===== src/rtl/exec_stage_if.sv =====
// exec_stage_if: bundles the execute stage's upstream op handshake, the
// combinational ALU drive/return path, and the writeback/branch bus.
// The stage itself connects through the slave modport; whatever feeds ops,
// models the ALU and consumes results uses the master modport.
interface exec_stage_if #(parameter int XLEN = 32);
  logic            flush;
  logic            in_valid;
  logic            in_ready;
  logic [1:0]      in_kind;
  logic [3:0]      in_fn;
  logic [2:0]      in_bcond;
  logic [XLEN-1:0] in_x;
  logic [XLEN-1:0] in_y;
  logic [XLEN-1:0] in_pc;
  logic [XLEN-1:0] in_imm;
  logic [4:0]      in_rd;
  logic [XLEN-1:0] alu_x;
  logic [XLEN-1:0] alu_y;
  logic [3:0]      alu_fn;
  logic [XLEN-1:0] alu_out;
  logic            alu_zero;
  logic            out_valid;
  logic            out_ready;
  logic            out_we;
  logic [4:0]      out_rd;
  logic [XLEN-1:0] out_data;
  logic            br_taken;
  logic [XLEN-1:0] br_target;

  modport slave (
    input  flush, in_valid, in_kind, in_fn, in_bcond, in_x, in_y, in_pc, in_imm, in_rd,
    input  alu_out, alu_zero, out_ready,
    output in_ready, alu_x, alu_y, alu_fn,
    output out_valid, out_we, out_rd, out_data, br_taken, br_target
  );

  modport master (
    output flush, in_valid, in_kind, in_fn, in_bcond, in_x, in_y, in_pc, in_imm, in_rd,
    output alu_out, alu_zero, out_ready,
    input  in_ready, alu_x, alu_y, alu_fn,
    input  out_valid, out_we, out_rd, out_data, br_taken, br_target
  );
endinterface


===== src/rtl/exec_stage.sv =====
// exec_stage: two-deep execute sequencer. Register A holds the issued op and
// drives the external combinational ALU; register B captures the ALU result,
// write enable and branch resolution for writeback. One op per cycle when
// writeback keeps up; back-pressure from out_ready stalls both stages.
module exec_stage #(
  parameter int XLEN = 32
) (
  input logic         clock,
  input logic         IRSTTOP,
  exec_stage_if.slave bus
);

  typedef enum logic [1:0] {
    KIND_ALU    = 2'd0,
    KIND_BRANCH = 2'd1,
    KIND_JAL    = 2'd2,
    KIND_RSVD   = 2'd3
  } kind_t;

  // Issue register A
  logic            a_valid;
  kind_t           a_kind;
  logic [3:0]      a_fn;
  logic [2:0]      a_bcond;
  logic [XLEN-1:0] a_x;
  logic [XLEN-1:0] a_y;
  logic [XLEN-1:0] a_pc;
  logic [XLEN-1:0] a_imm;
  logic [4:0]      a_rd;

  // Writeback register B
  logic            b_valid;
  logic            b_we;
  logic [4:0]      b_rd;
  logic [XLEN-1:0] b_data;
  logic            b_taken;
  logic [XLEN-1:0] b_target;

  logic            a_fire;
  logic            accept;
  logic            nxt_we;
  logic            nxt_taken;
  logic [XLEN-1:0] nxt_target;

  // A moves into B when B is empty or draining; a flush freezes the transfer
  // so the killed op never reaches writeback.
  assign a_fire       = a_valid && (!b_valid || bus.out_ready) && !bus.flush;
  assign bus.in_ready = (!a_valid || a_fire) && !bus.flush;
  assign accept       = bus.in_valid && bus.in_ready;
  assign nxt_target   = a_pc + a_imm;

  // Issue register: load on accept, empty on transfer to B or on flush.
  always_ff @(posedge clock or posedge IRSTTOP) begin
    if (IRSTTOP) begin
      a_valid <= 1'b0;
      a_kind  <= KIND_ALU;
      a_fn    <= '0;
      a_bcond <= '0;
      a_x     <= '0;
      a_y     <= '0;
      a_pc    <= '0;
      a_imm   <= '0;
      a_rd    <= '0;
    end else if (bus.flush) begin
      a_valid <= 1'b0;
    end else if (accept) begin
      a_valid <= 1'b1;
      a_kind  <= kind_t'(bus.in_kind);
      a_fn    <= bus.in_fn;
      a_bcond <= bus.in_bcond;
      a_x     <= bus.in_x;
      a_y     <= bus.in_y;
      a_pc    <= bus.in_pc;
      a_imm   <= bus.in_imm;
      a_rd    <= bus.in_rd;
    end else if (a_fire) begin
      a_valid <= 1'b0;
    end
  end

  // ALU operand/function selection from the held op; idle drives zeros.
  always_comb begin
    bus.alu_x  = '0;
    bus.alu_y  = '0;
    bus.alu_fn = 4'd0;
    if (a_valid) begin
      unique case (a_kind)
        KIND_BRANCH: begin
          bus.alu_x = a_x;
          bus.alu_y = a_y;
          case (a_bcond)
            3'd4, 3'd5: bus.alu_fn = 4'd2;
            3'd6, 3'd7: bus.alu_fn = 4'd3;
            default:    bus.alu_fn = 4'd8;
          endcase
        end
        KIND_JAL: begin
          bus.alu_x  = a_pc;
          bus.alu_y  = XLEN'(4);
          bus.alu_fn = 4'd0;
        end
        default: begin
          bus.alu_x  = a_x;
          bus.alu_y  = a_y;
          bus.alu_fn = a_fn;
        end
      endcase
    end
  end

  // Write enable and branch resolution from the ALU's result and zero flag.
  always_comb begin
    nxt_we    = 1'b0;
    nxt_taken = 1'b0;
    unique case (a_kind)
      KIND_ALU: nxt_we = (a_rd != 5'd0);
      KIND_BRANCH: begin
        case (a_bcond)
          3'd0:       nxt_taken = bus.alu_zero;
          3'd1:       nxt_taken = !bus.alu_zero;
          3'd4, 3'd6: nxt_taken = bus.alu_out[0];
          3'd5, 3'd7: nxt_taken = !bus.alu_out[0];
          default:    nxt_taken = 1'b0;
        endcase
      end
      KIND_JAL: begin
        nxt_we    = (a_rd != 5'd0);
        nxt_taken = 1'b1;
      end
      default: begin
        nxt_we    = 1'b0;
        nxt_taken = 1'b0;
      end
    endcase
  end

  // Writeback register: capture on transfer from A, empty once consumed.
  always_ff @(posedge clock or posedge IRSTTOP) begin
    if (IRSTTOP) begin
      b_valid  <= 1'b0;
      b_we     <= 1'b0;
      b_rd     <= '0;
      b_data   <= '0;
      b_taken  <= 1'b0;
      b_target <= '0;
    end else if (a_fire) begin
      b_valid  <= 1'b1;
      b_we     <= nxt_we;
      b_rd     <= a_rd;
      b_data   <= bus.alu_out;
      b_taken  <= nxt_taken;
      b_target <= nxt_target;
    end else if (b_valid && bus.out_ready) begin
      b_valid <= 1'b0;
    end
  end

  assign bus.out_valid = b_valid;
  assign bus.out_we    = b_valid && b_we;
  assign bus.br_taken  = b_valid && b_taken;
  assign bus.out_rd    = b_valid ? b_rd : 5'd0;
  assign bus.out_data  = b_valid ? b_data : '0;
  assign bus.br_target = b_valid ? b_target : '0;

endmodule


===== src/flat_wrapper.sv =====
// flat-port wrapper written by rule: the top's interface ports become plain ports
module exec_stage_flat 
#(
  parameter int XLEN = 32
)
  (clock, IRSTTOP, bus_flush, bus_in_valid, bus_in_kind, bus_in_fn, bus_in_bcond, bus_in_x, bus_in_y, bus_in_pc, bus_in_imm, bus_in_rd, bus_alu_out, bus_alu_zero, bus_out_ready, bus_in_ready, bus_alu_x, bus_alu_y, bus_alu_fn, bus_out_valid, bus_out_we, bus_out_rd, bus_out_data, bus_br_taken, bus_br_target);
  exec_stage_if #(.XLEN(XLEN)) bus_i ();
  input logic clock;
  input logic IRSTTOP;
  input wire logic [$bits(bus_i.flush)-1:0] bus_flush;
  input wire logic [$bits(bus_i.in_valid)-1:0] bus_in_valid;
  input wire logic [$bits(bus_i.in_kind)-1:0] bus_in_kind;
  input wire logic [$bits(bus_i.in_fn)-1:0] bus_in_fn;
  input wire logic [$bits(bus_i.in_bcond)-1:0] bus_in_bcond;
  input wire logic [$bits(bus_i.in_x)-1:0] bus_in_x;
  input wire logic [$bits(bus_i.in_y)-1:0] bus_in_y;
  input wire logic [$bits(bus_i.in_pc)-1:0] bus_in_pc;
  input wire logic [$bits(bus_i.in_imm)-1:0] bus_in_imm;
  input wire logic [$bits(bus_i.in_rd)-1:0] bus_in_rd;
  input wire logic [$bits(bus_i.alu_out)-1:0] bus_alu_out;
  input wire logic [$bits(bus_i.alu_zero)-1:0] bus_alu_zero;
  input wire logic [$bits(bus_i.out_ready)-1:0] bus_out_ready;
  output wire logic [$bits(bus_i.in_ready)-1:0] bus_in_ready;
  output wire logic [$bits(bus_i.alu_x)-1:0] bus_alu_x;
  output wire logic [$bits(bus_i.alu_y)-1:0] bus_alu_y;
  output wire logic [$bits(bus_i.alu_fn)-1:0] bus_alu_fn;
  output wire logic [$bits(bus_i.out_valid)-1:0] bus_out_valid;
  output wire logic [$bits(bus_i.out_we)-1:0] bus_out_we;
  output wire logic [$bits(bus_i.out_rd)-1:0] bus_out_rd;
  output wire logic [$bits(bus_i.out_data)-1:0] bus_out_data;
  output wire logic [$bits(bus_i.br_taken)-1:0] bus_br_taken;
  output wire logic [$bits(bus_i.br_target)-1:0] bus_br_target;
  assign bus_i.flush = bus_flush;
  assign bus_i.in_valid = bus_in_valid;
  assign bus_i.in_kind = bus_in_kind;
  assign bus_i.in_fn = bus_in_fn;
  assign bus_i.in_bcond = bus_in_bcond;
  assign bus_i.in_x = bus_in_x;
  assign bus_i.in_y = bus_in_y;
  assign bus_i.in_pc = bus_in_pc;
  assign bus_i.in_imm = bus_in_imm;
  assign bus_i.in_rd = bus_in_rd;
  assign bus_i.alu_out = bus_alu_out;
  assign bus_i.alu_zero = bus_alu_zero;
  assign bus_i.out_ready = bus_out_ready;
  assign bus_in_ready = bus_i.in_ready;
  assign bus_alu_x = bus_i.alu_x;
  assign bus_alu_y = bus_i.alu_y;
  assign bus_alu_fn = bus_i.alu_fn;
  assign bus_out_valid = bus_i.out_valid;
  assign bus_out_we = bus_i.out_we;
  assign bus_out_rd = bus_i.out_rd;
  assign bus_out_data = bus_i.out_data;
  assign bus_br_taken = bus_i.br_taken;
  assign bus_br_target = bus_i.br_target;
  exec_stage #(.XLEN(XLEN)) u_core (.clock(clock), .IRSTTOP(IRSTTOP), .bus(bus_i));
endmodule

===== config.mk =====
export PLATFORM = sky130hd
export DESIGN_NAME = exec_stage_flat
export DESIGN_NICKNAME = d
export VERILOG_FILES = /design/src/rtl/exec_stage_if.sv /design/src/rtl/exec_stage.sv /design/src/flat_wrapper.sv
export SDC_FILE = /design/constraint.sdc
export NUM_CORES = 1
export LEC_CHECK = 0
export CORE_ASPECT_RATIO = 0.6
export CORE_MARGIN = 5
export CORE_UTILIZATION = 41
export DETAILED_ROUTE_END_ITERATION = 10
export PLACE_DENSITY_LB_ADDON = 0.1
export SLEW_MARGIN = 5
export SYNTH_ARGS = -nofsm -noshare
export SYNTH_HDL_FRONTEND = slang
export SYNTH_SLANG_ARGS = --single-unit

===== constraint.sdc =====
create_clock -name clock -period 7.7 [get_ports clock]
set_input_delay 1.54 -clock clock [delete_from_list [all_inputs] [get_ports clock]]
set_output_delay 1.54 -clock clock [all_outputs]
set_load 0.01 [all_outputs]

* Word level (Yosys, flattened, before mapping)
Cells that the tools add are included.
** Storage, ports and cells
- Input port bits :: 180
- Output and inout bits :: 141
- Register bits after elaboration :: 215
- Logic and storage cells :: 67
** Operators by class
- Multiplexer cells :: 18
- $add $sub $neg :: 1
- Reductions and logical operators :: 25
- Bitwise logic cells :: 1
- Equality and inequality tests :: 7
** Operators with widths (count)
- 2-to-1 mux 32 bit :: 6
- adder 32 bit :: 1
- case mux 4 bit (2 select lines) :: 2
- equality test 3 bit (second input constant) :: 4
- OR reduction 2 bit :: 5
- logical AND 1 bit :: 7
- 2-to-1 mux 1 bit :: 6
- zero test 1 bit :: 5
- 2-to-1 mux 5 bit :: 1
- nonzero test 5 bit :: 1
- 2-to-1 mux 4 bit :: 1
- case mux 1 bit (4 select lines) :: 1
- equality test 3 x 1 -> 1 bit (second input constant) :: 1
- zero test 3 bit :: 1
- nonzero test 3 bit :: 1
- equality test 2 x 1 -> 1 bit (second input constant) :: 1
- equality test 2 bit (second input constant) :: 1
- zero test 2 bit :: 1
- logical OR 1 bit :: 2
- case mux 1 bit (2 select lines) :: 1
- AND reduction 2 bit :: 1
- nonzero test 2 bit :: 1
- NOT 1 bit :: 1

* Depth between registers and ports, before layout
Gate-level depths: netlist (run 1).
- Word-level depth :: 9
- Depth in mapped cells :: 11
- Mapped depth without buffers :: 11

* Worst setup path before layout (run 1)
No wires, ideal clock.
- Kind :: input-to-output
- From :: input port bus_flush
- To :: output port bus_in_ready
- Arrival :: 2.223 ns
- Stages :: 4
- Buffers on the path :: 1
- Required time :: 6.160 ns
- Slack :: 3.937 ns
- Path through :: nand2b_1 nand2b_1 buf_2 a21oi_1
** Between the ends
- Cells in the longest elaborated chain, start to end :: 4
** RTL lines
- from (decl) :: line flat_wrapper.sv:10 : input wire logic [$bits(bus_i.flush)-1:0] bus_flush;
- zero test 1 bit * :: line exec_stage.sv:47, exec_stage.sv:48
- logical AND 1 bit :: line exec_stage.sv:47 : assign a_fire = a_valid && (!b_valid || bus.out_ready) && !bus.flush;
- logical OR 1 bit :: line exec_stage.sv:48 : assign bus.in_ready = (!a_valid || a_fire) && !bus.flush;
- logical AND 1 bit * :: line exec_stage.sv:48
- to (decl) :: line flat_wrapper.sv:23 : output wire logic [$bits(bus_i.in_ready)-1:0] bus_in_ready;
Mark *: on every way between the ends. The rest lies on a longest branch, timed or not.

* Final worst setup path (run 1)
Ends and elaborated chain as after synthesis.

==> run_results.csv, run 1 <==
group,metric,value,unit
run_status,status,"finished clean",
layout,final.fill_count,2360,
die,die_width,223,um
yosys,synthesis.area,0.0112,sq mm
setup_path,worstReg2RegStart,"u_core.a_valid$_DFFE_PP0P_",
clocking,postCtsSetupRepairBufs,0,
die,num_rows,46,
setup_path,family_of_cells_with_the_greatest_summed_delay_on_the_critical_path,"buffers and inverters",
layout,instances_no_fill,1723,
setup_path,endpoint,"bus_in_ready",
pwr,int_pwr,2730,uW
sta,slew-limit-headroom,25.6,%
setup_path,worst-path-buf-inv,2,
setup_path,setup.worst_path.end_class,"primary output",
setup_path,critical_path_required,6160,ps
layout,insertedDiodeCount,0,
clocking,cts_resized,0,
setup_path,cp_slowest_cell,"sky130_fd_sc_hd__clkdlybuf4s50_1",
yosys,async_flop_share,100,%
sta,layout_setup_ws,2980,ps
pwr,power_spent_charging_and_discharging_nets,1290,uW
layout,drive_gt1_share,5.14,%
route,first_iteration_detailed_routing_drc_count,557,
layout,layout-area-overhead-vs-synth,37.1,%
global_route,total_grt_overflow,0,
setup_path,rr_endpoint,"u_core.a_imm[14]$_DFFE_PP0P_",
pwr,power_per_cell_area,262,mW/mm^2
setup_path,worst-path-stages,5,
yosys,synthesized_instance_count,1061,
global_route,pin_count_of_the_biggest_net_entering_global_routing,143,
yosys,ys_types,54,
run,cap_viol_max_count,0,
sta,final.setup.tns,0,ps
setup_path,reg2regPathDepth,6,
yosys,ys_seq_elements,215,
sta,unrepaired_setup_endpoints_after_global_routing,"no",
pwr,pwr-share-seq,38.6,%
clocking,cts_buffers,23,
die,die-height,138,um
place,finalWeightedCongestion,0.857,
place,placed_cells,1683,
place,placement.setup.worst_slack,2990,ps
pwr,worst_ir_drop_vdd,135,uV
setup_path,reg2reg_setup_slack,4330,ps
sta,period_needed,4720,ps
setup_path,worstSetupPathType,"in2out",
setup_path,crit_start,"bus_flush",
yosys,synth_seq_area_share,48.1,%
setup_path,crit_fanout,3,
clocking,tritoncts,"done",
setup_path,critical-path-max-stage-delay,570,ps
clocking,cts_hold_repair.buffers,0,
die,core,0.0266,sq mm
pwr,cellLeakagePower,0.00655,uW
yosys,synth-edff-count,0,
die,design.portCount,321,
sta,worstMarginPinSlew,1120,ps
yosys,synth_top_flop_cell,"sky130_fd_sc_hd__dfrtp_1",
clocking,cts_max_path_buffers,3,
worst_hold_path,hold_path.class,"reg2reg",
setup_path,critical_path_arrival,3180,ps
sta,achievable-frequency,212,MHz
place,numPortBuffers,320,
global_route,first_pass_grt_wire_length,48.7,mm
sta,timing.hold.ws,465,ps
sta,timing.final.crit_share,61.3,%
clocking,clock_tree_sinks,215,
die,initial_core_util,41.9,%
clocking,clock_tree.root_cell,"sky130_fd_sc_hd__clkbuf_16",
sta,final.setup_skew,15.5,ps
setup_path,crit_path_cell_chain,"clkdlybuf4s50_1 -> nand2b_1 -> nand2b_4 -> a21oi_1 -> clkdlybuf4s50_1",
clocking,htree_num_levels,1,
sta,timing.final.hold_violations,0,
route,postRouteAntennaNets,0,
global_route,grt_antenna_before_repair,1,
place,detailedPlacementHpwl,22.5,mm
yosys,mean_instance_size_in_the_synthesized_netlist,10.5,sq um
die,fp.dieArea,0.0308,sq mm
sta,count_of_endpoints_failing_setup_in_the_final_report,0,
sta,count_of_pins_over_their_slew_limit,0,
layout,final_nets,1563,
route,postRouteWirelength,31.4,mm
pwr,share_comb_of_total_power,33.5,%
yosys,synth_nets,1276,
setup_path,setup_crit_start_kind,"primary input",
layout,post-route-util,57.5,%
clocking,clk-insertion-delay-late,520,ps
route,post_drt_wl_per_cell,18.2,um
clocking,clk_transition_reported_paths,60,ps
global_route,grtUsageTotal,19.7,%
yosys,synth-warning-count,0,
route,drt-vias-per-instance,5.00,
pwr,clockPowerShare,27.8,%
pwr,power.switching_fraction,32.1,%
setup_path,worst_path_most_repeated_cell,"sky130_fd_sc_hd__clkdlybuf4s50_1",
route,detail_route.drc_violations,0,
route,route.vias.total,8614,
route,detail_route.first_pass.iterations,5,
global_route,grt_pass1_vias,8626,
worst_hold_path,worstHoldStart,"u_core.b_data[7]$_DFFE_PP0P_",
==> cell usage after synthesis, types with 6 or more instances <==
cell / n / share of area, %
sky130_fd_sc_hd__a21o_1: 11 / 0.74
sky130_fd_sc_hd__a21oi_1: 38 / 1.7
sky130_fd_sc_hd__and2_1: 107 / 6.0
sky130_fd_sc_hd__buf_1: 9 / 0.30
sky130_fd_sc_hd__buf_2: 10 / 0.45
sky130_fd_sc_hd__buf_6: 10 / 1.0
sky130_fd_sc_hd__clkbuf_1: 29 / 0.97
sky130_fd_sc_hd__dfrtp_1: 215 / 48
sky130_fd_sc_hd__ha_1: 34 / 3.8
sky130_fd_sc_hd__inv_1: 14 / 0.47
sky130_fd_sc_hd__mux2_1: 120 / 12
sky130_fd_sc_hd__mux2_2: 17 / 1.7
sky130_fd_sc_hd__mux2i_1: 33 / 3.0
sky130_fd_sc_hd__nand2_1: 176 / 5.9
sky130_fd_sc_hd__nand2b_1: 6 / 0.34
sky130_fd_sc_hd__nand3_1: 11 / 0.49
sky130_fd_sc_hd__nand4_1: 9 / 0.50
sky130_fd_sc_hd__nor2_1: 21 / 0.71
sky130_fd_sc_hd__nor2b_1: 39 / 2.2
sky130_fd_sc_hd__o21a_1: 6 / 0.40
sky130_fd_sc_hd__o21ai_0: 40 / 1.8
sky130_fd_sc_hd__o21ai_1: 15 / 0.67
sky130_fd_sc_hd__xnor2_1: 15 / 1.2
sky130_fd_sc_hd__xor2_1: 12 / 0.94
==> final cells by class <==
type                       count  area [sq um]  area share (%)
multi-input combinational    768          5420            35.3
timing repair buffer         326          3260            21.3
sequential                   215          5380            35.1
clock inverter                 4          52.6           0.343
inverter                      14          60.1           0.392
clock buffer                  36           704            4.60
tap                          360           450            2.94
==> cells by family after synthesis <==
group	share of synthesized area, %
DFF	48.1
adders and majority gates	3.99
muxes	16.8
xor gates and xnor gates	2.12
AOI/OAI and AO/OA	8.39
and+or+nand+nor	17.0
buffers and inverters	3.58
==> power groups by stage <==
stage	clock, uW	sequential, uW	combinational, uW
CTS	1160	1560	1350
global placement	0	1570	1330
floorplan	0	1510	886
global route	1200	1590	1490
finish	1120	1550	1350
detailed placement	0	1580	1340
==> layout by cell type (no fill, tap or decap), types with 6 or more instances in the layout <==
cell	count
sky130_fd_sc_hd__clkdlybuf4s50_1	320
sky130_fd_sc_hd__dfrtp_1	213
sky130_fd_sc_hd__nand2_1	176
sky130_fd_sc_hd__mux2_1	120
sky130_fd_sc_hd__and2_1	106
sky130_fd_sc_hd__o21ai_0	40
sky130_fd_sc_hd__nor2b_1	38
sky130_fd_sc_hd__a21oi_1	38
sky130_fd_sc_hd__mux2i_1	33
sky130_fd_sc_hd__ha_1	33
sky130_fd_sc_hd__clkbuf_16	23
sky130_fd_sc_hd__nor2_1	21
sky130_fd_sc_hd__mux2_2	17
sky130_fd_sc_hd__o21ai_1	15
sky130_fd_sc_hd__xnor2_1	15
sky130_fd_sc_hd__inv_1	13
sky130_fd_sc_hd__xor2_1	12
sky130_fd_sc_hd__a21o_1	11
sky130_fd_sc_hd__nand3_1	11
sky130_fd_sc_hd__nand4_1	9
sky130_fd_sc_hd__clkbuf_8	8
sky130_fd_sc_hd__o21a_1	6
==> registers in the layout, summed over array words and instances, names as in the netlist, 2 cells and up <==
signal and count:
u_core.a_imm 32, u_core.a_pc 32, u_core.a_x 32, u_core.a_y 32
u_core.b_data 32, u_core.b_target 32, u_core.a_rd 5, u_core.b_rd 5
u_core.a_fn 4, u_core.a_bcond 3, u_core.a_kind 2
==> metrics by stage <==
stage | total power, uW | instance area [sq um]
finish | 4020 | 15300
global route | 4280 | 15300
CTS | 4060 | 15300
detailed placement | 2920 | 14600
global placement | 2890 | 14600
floorplan | 2400 | 11200
==> metal layers <==
metal  vias up  global-route usage (%)  share of wire, %
met3        40                    4.84               6.0
met1      4149                    29.8                50
met2       235                    28.6                42
li1       4188                       -                 -
met5         -                       0             0.032
met4         2                    3.94               2.0
==> worst min-delay path, stage by stage (launching register included) <==
cell	delay [ps]
sky130_fd_sc_hd__dfrtp_1	330
sky130_fd_sc_hd__nand2_1	50
sky130_fd_sc_hd__nand2_1	50
==> worst min path at each step <==
stage,cells past startpoint,endpoint,slack [ps]
3_3_place_gp,2,u_core.b_data[24]$_DFFE_PP0P_,450
6_report,2,u_core.b_data[7]$_DFFE_PP0P_,470
5_1_grt,2,u_core.b_data[7]$_DFFE_PP0P_,490
4_1_cts,2,u_core.b_data[5]$_DFFE_PP0P_,470
2_1_floorplan,2,u_core.b_data[30]$_DFFE_PP0P_,440
3_5_place_dp,2,u_core.b_data[25]$_DFFE_PP0P_,450
Power figures use the tool's default switching activity.
==> run 2: changes to the inputs <==
- clock period: 7.7 -> 3.8 ns (I/O delays scaled with it)
==> run 2 against run 1 <==
Compared with the run above:
- core utilization up 0.71 points
- flip-flop and latch count unchanged
- register-to-register slack worse by 3400 ps
- critical endpoint is now bus_br_target[21]
- largest cell class unchanged
- largest power group unchanged
==> run_results.csv, run 2 (same netlist as run 1, synthesis figures left out) <==
group,metric,value,unit
die,core,0.0266,sq mm
layout,insertedDiodeCount,0,
global_route,pin_count_of_the_biggest_net_entering_global_routing,96,
setup_path,setup_crit_start_kind,"register",
setup_path,crit_start,"u_core.bus.out_valid$_DFFE_PP0P_",
run_status,status,"finished clean",
route,postRouteAntennaNets,0,
die,design.portCount,321,
global_route,total_grt_overflow,0,
setup_path,worstReg2RegStart,"u_core.a_pc[0]$_DFFE_PP0P_",
worst_hold_path,hold_path.class,"reg2reg",
sta,slew-limit-headroom,49.2,%
die,initial_core_util,41.9,%
sta,count_of_endpoints_failing_setup_in_the_final_report,0,
layout,final_nets,1572,
setup_path,setup.worst_path.end_class,"primary output",
setup_path,reg2regPathDepth,11,
setup_path,worstSetupPathType,"reg2out",
clocking,cts_max_path_buffers,3,
place,finalWeightedCongestion,0.854,
place,numPortBuffers,320,
setup_path,critical_path_arrival,2510,ps
worst_hold_path,worst_hold_depth,2,
layout,instances_no_fill,1732,
sta,achievable-frequency,306,MHz
layout,final_cell_mix,"sky130_fd_sc_hd__clkdlybuf4s50_1, sky130_fd_sc_hd__dfrtp_1, sky130_fd_sc_hd__nand2_1",
clocking,tritoncts,"done",
layout,layout.cells.most_common,"sky130_fd_sc_hd__clkdlybuf4s50_1",
pwr,worst_ir_drop_vdd,305,uV
setup_path,critical_path_required,3040,ps
clocking,clk_transition_reported_paths,70,ps
worst_hold_path,holdPathEnd,"u_core.b_data[20]$_DFFE_PP0P_",
layout,layout-area-overhead-vs-synth,38.8,%
die,die-height,138,um
sta,worstMarginPinSlew,762,ps
clocking,htree_num_levels,1,
sta,period_needed,3270,ps
pwr,power_per_cell_area,533,mW/mm^2
setup_path,critical-path-max-stage-delay,860,ps
sta,timing.final.hold_violations,0,
die,num_rows,46,
clocking,cts_buffers,23,
sta,count_of_pins_over_their_slew_limit,0,
global_route,grtUsageTotal,20.3,%
die,fp.dieArea,0.0308,sq mm
global_route,first_pass_grt_wire_length,50.2,mm
layout,area.sequential,0.00538,sq mm
global_route,grt_pass1_vias,8731,
setup_path,reg2reg_setup_slack,940,ps
place,placed_cells,1692,
clocking,clock_tree_sinks,215,
setup_path,crit_path_cell_chain,"buf_4 -> and2_1 -> clkdlybuf4s50_1",
route,post_drt_wl_per_cell,18.4,um
setup_path,crit_fanout,51,
route,detail_route.drc_violations,0,
global_route,grt_antenna_before_repair,2,
worst_hold_path,worstHoldStart,"u_core.b_data[20]$_DFFE_PP0P_",
layout,final.fill_count,2272,
layout,post-route-util,58.2,%
clocking,postCtsSetupRepairBufs,0,
layout,multi_input_comb_area,0.00542,sq mm
die,die_width,223,um
layout,finish.instance_area,0.0155,sq mm
route,detail_route.first_pass.iterations,4,
clocking,clock_tree.root_cell,"sky130_fd_sc_hd__clkbuf_16",
place,post_dp_cell_area,0.0147,sq mm
place,placement.setup.worst_slack,692,ps
clocking,cts_hold_repair.buffers,0,
pwr,cellLeakagePower,0.00663,uW
place,detailedPlacementHpwl,23.8,mm
setup_path,cp_slowest_cell,"sky130_fd_sc_hd__dfrtp_2",
run,cap_viol_max_count,0,
route,postRouteWirelength,31.8,mm
setup_path,rr_endpoint,"u_core.b_target[26]$_DFFE_PP0P_",
sta,final.setup_skew,15.6,ps
sta,final.setup.tns,0,ps
route,drt-vias-per-instance,4.96,
clocking,clk-insertion-delay-late,520,ps
sta,layout_setup_ws,528,ps
clocking,cts_resized,0,
route,first_iteration_detailed_routing_drc_count,581,
sta,timing.final.crit_share,86.1,%
layout,drive_gt1_share,5.76,%
sta,unrepaired_setup_endpoints_after_global_routing,"no",
route,route.vias.total,8585,
[run 2: how the worst max path moves through the flow]
stage	slack [ps]	end
floorplan	240	u_core.a_bcond[0]$_DFFE_PP0P_
global placement	720	bus_in_ready
detailed placement	690	bus_in_ready
CTS	440	bus_br_target[21]
global route	320	bus_alu_x[23]
finish	530	bus_br_target[21]
[run 2: cell type report]
type                       instances  share of cell area [%]
tap                              360                    2.90
timing repair buffer             335                    22.0
clock inverter                     8                   0.943
sequential                       215                    34.7
clock buffer                      32                    4.19
multi-input combinational        768                    34.9
inverter                          14                   0.363
[run 2: worst max-delay path, delay by kind of cell, from the launching register on]
family / cells / cell delay [ps]
flops: 1 / 860
buf+inv: 2 / 940
simple gates: 1 / 160
[run 2: metrics by stage]
stage	hold WS (ps)	total power, uW
CTS	470	8380
floorplan	437	4870
finish	465	8270
global route	484	8830
detailed placement	455	5950
global placement	449	5880
[run 2: report_power, final]
| part | internal [uW] | total (uW) | switching (uW) |
|---|---|---|---|
| clock network | 1460 | 2380 | 918 |
| logic | 1380 | 2750 | 1380 |
| registers | 2830 | 3140 | 304 |
| total | 5670 | 8270 | 2600 |
[run 2: routing by layer]
| layer | global-route usage, % | part of all wire (%) |
|---|---|---|
| met1 | 30.5 | 49 |
| met2 | 30.1 | 44 |
| met3 | 5.35 | 6.0 |
| met4 | 2.92 | 1.3 |
| met5 | 0 | 0.066 |
==> run 3: changes to the inputs <==
- SKIP_LAST_GASP: unset -> 1
==> results of run 3 <==
Same layout as run 2: the final DEF is identical, and so are final timing and power.
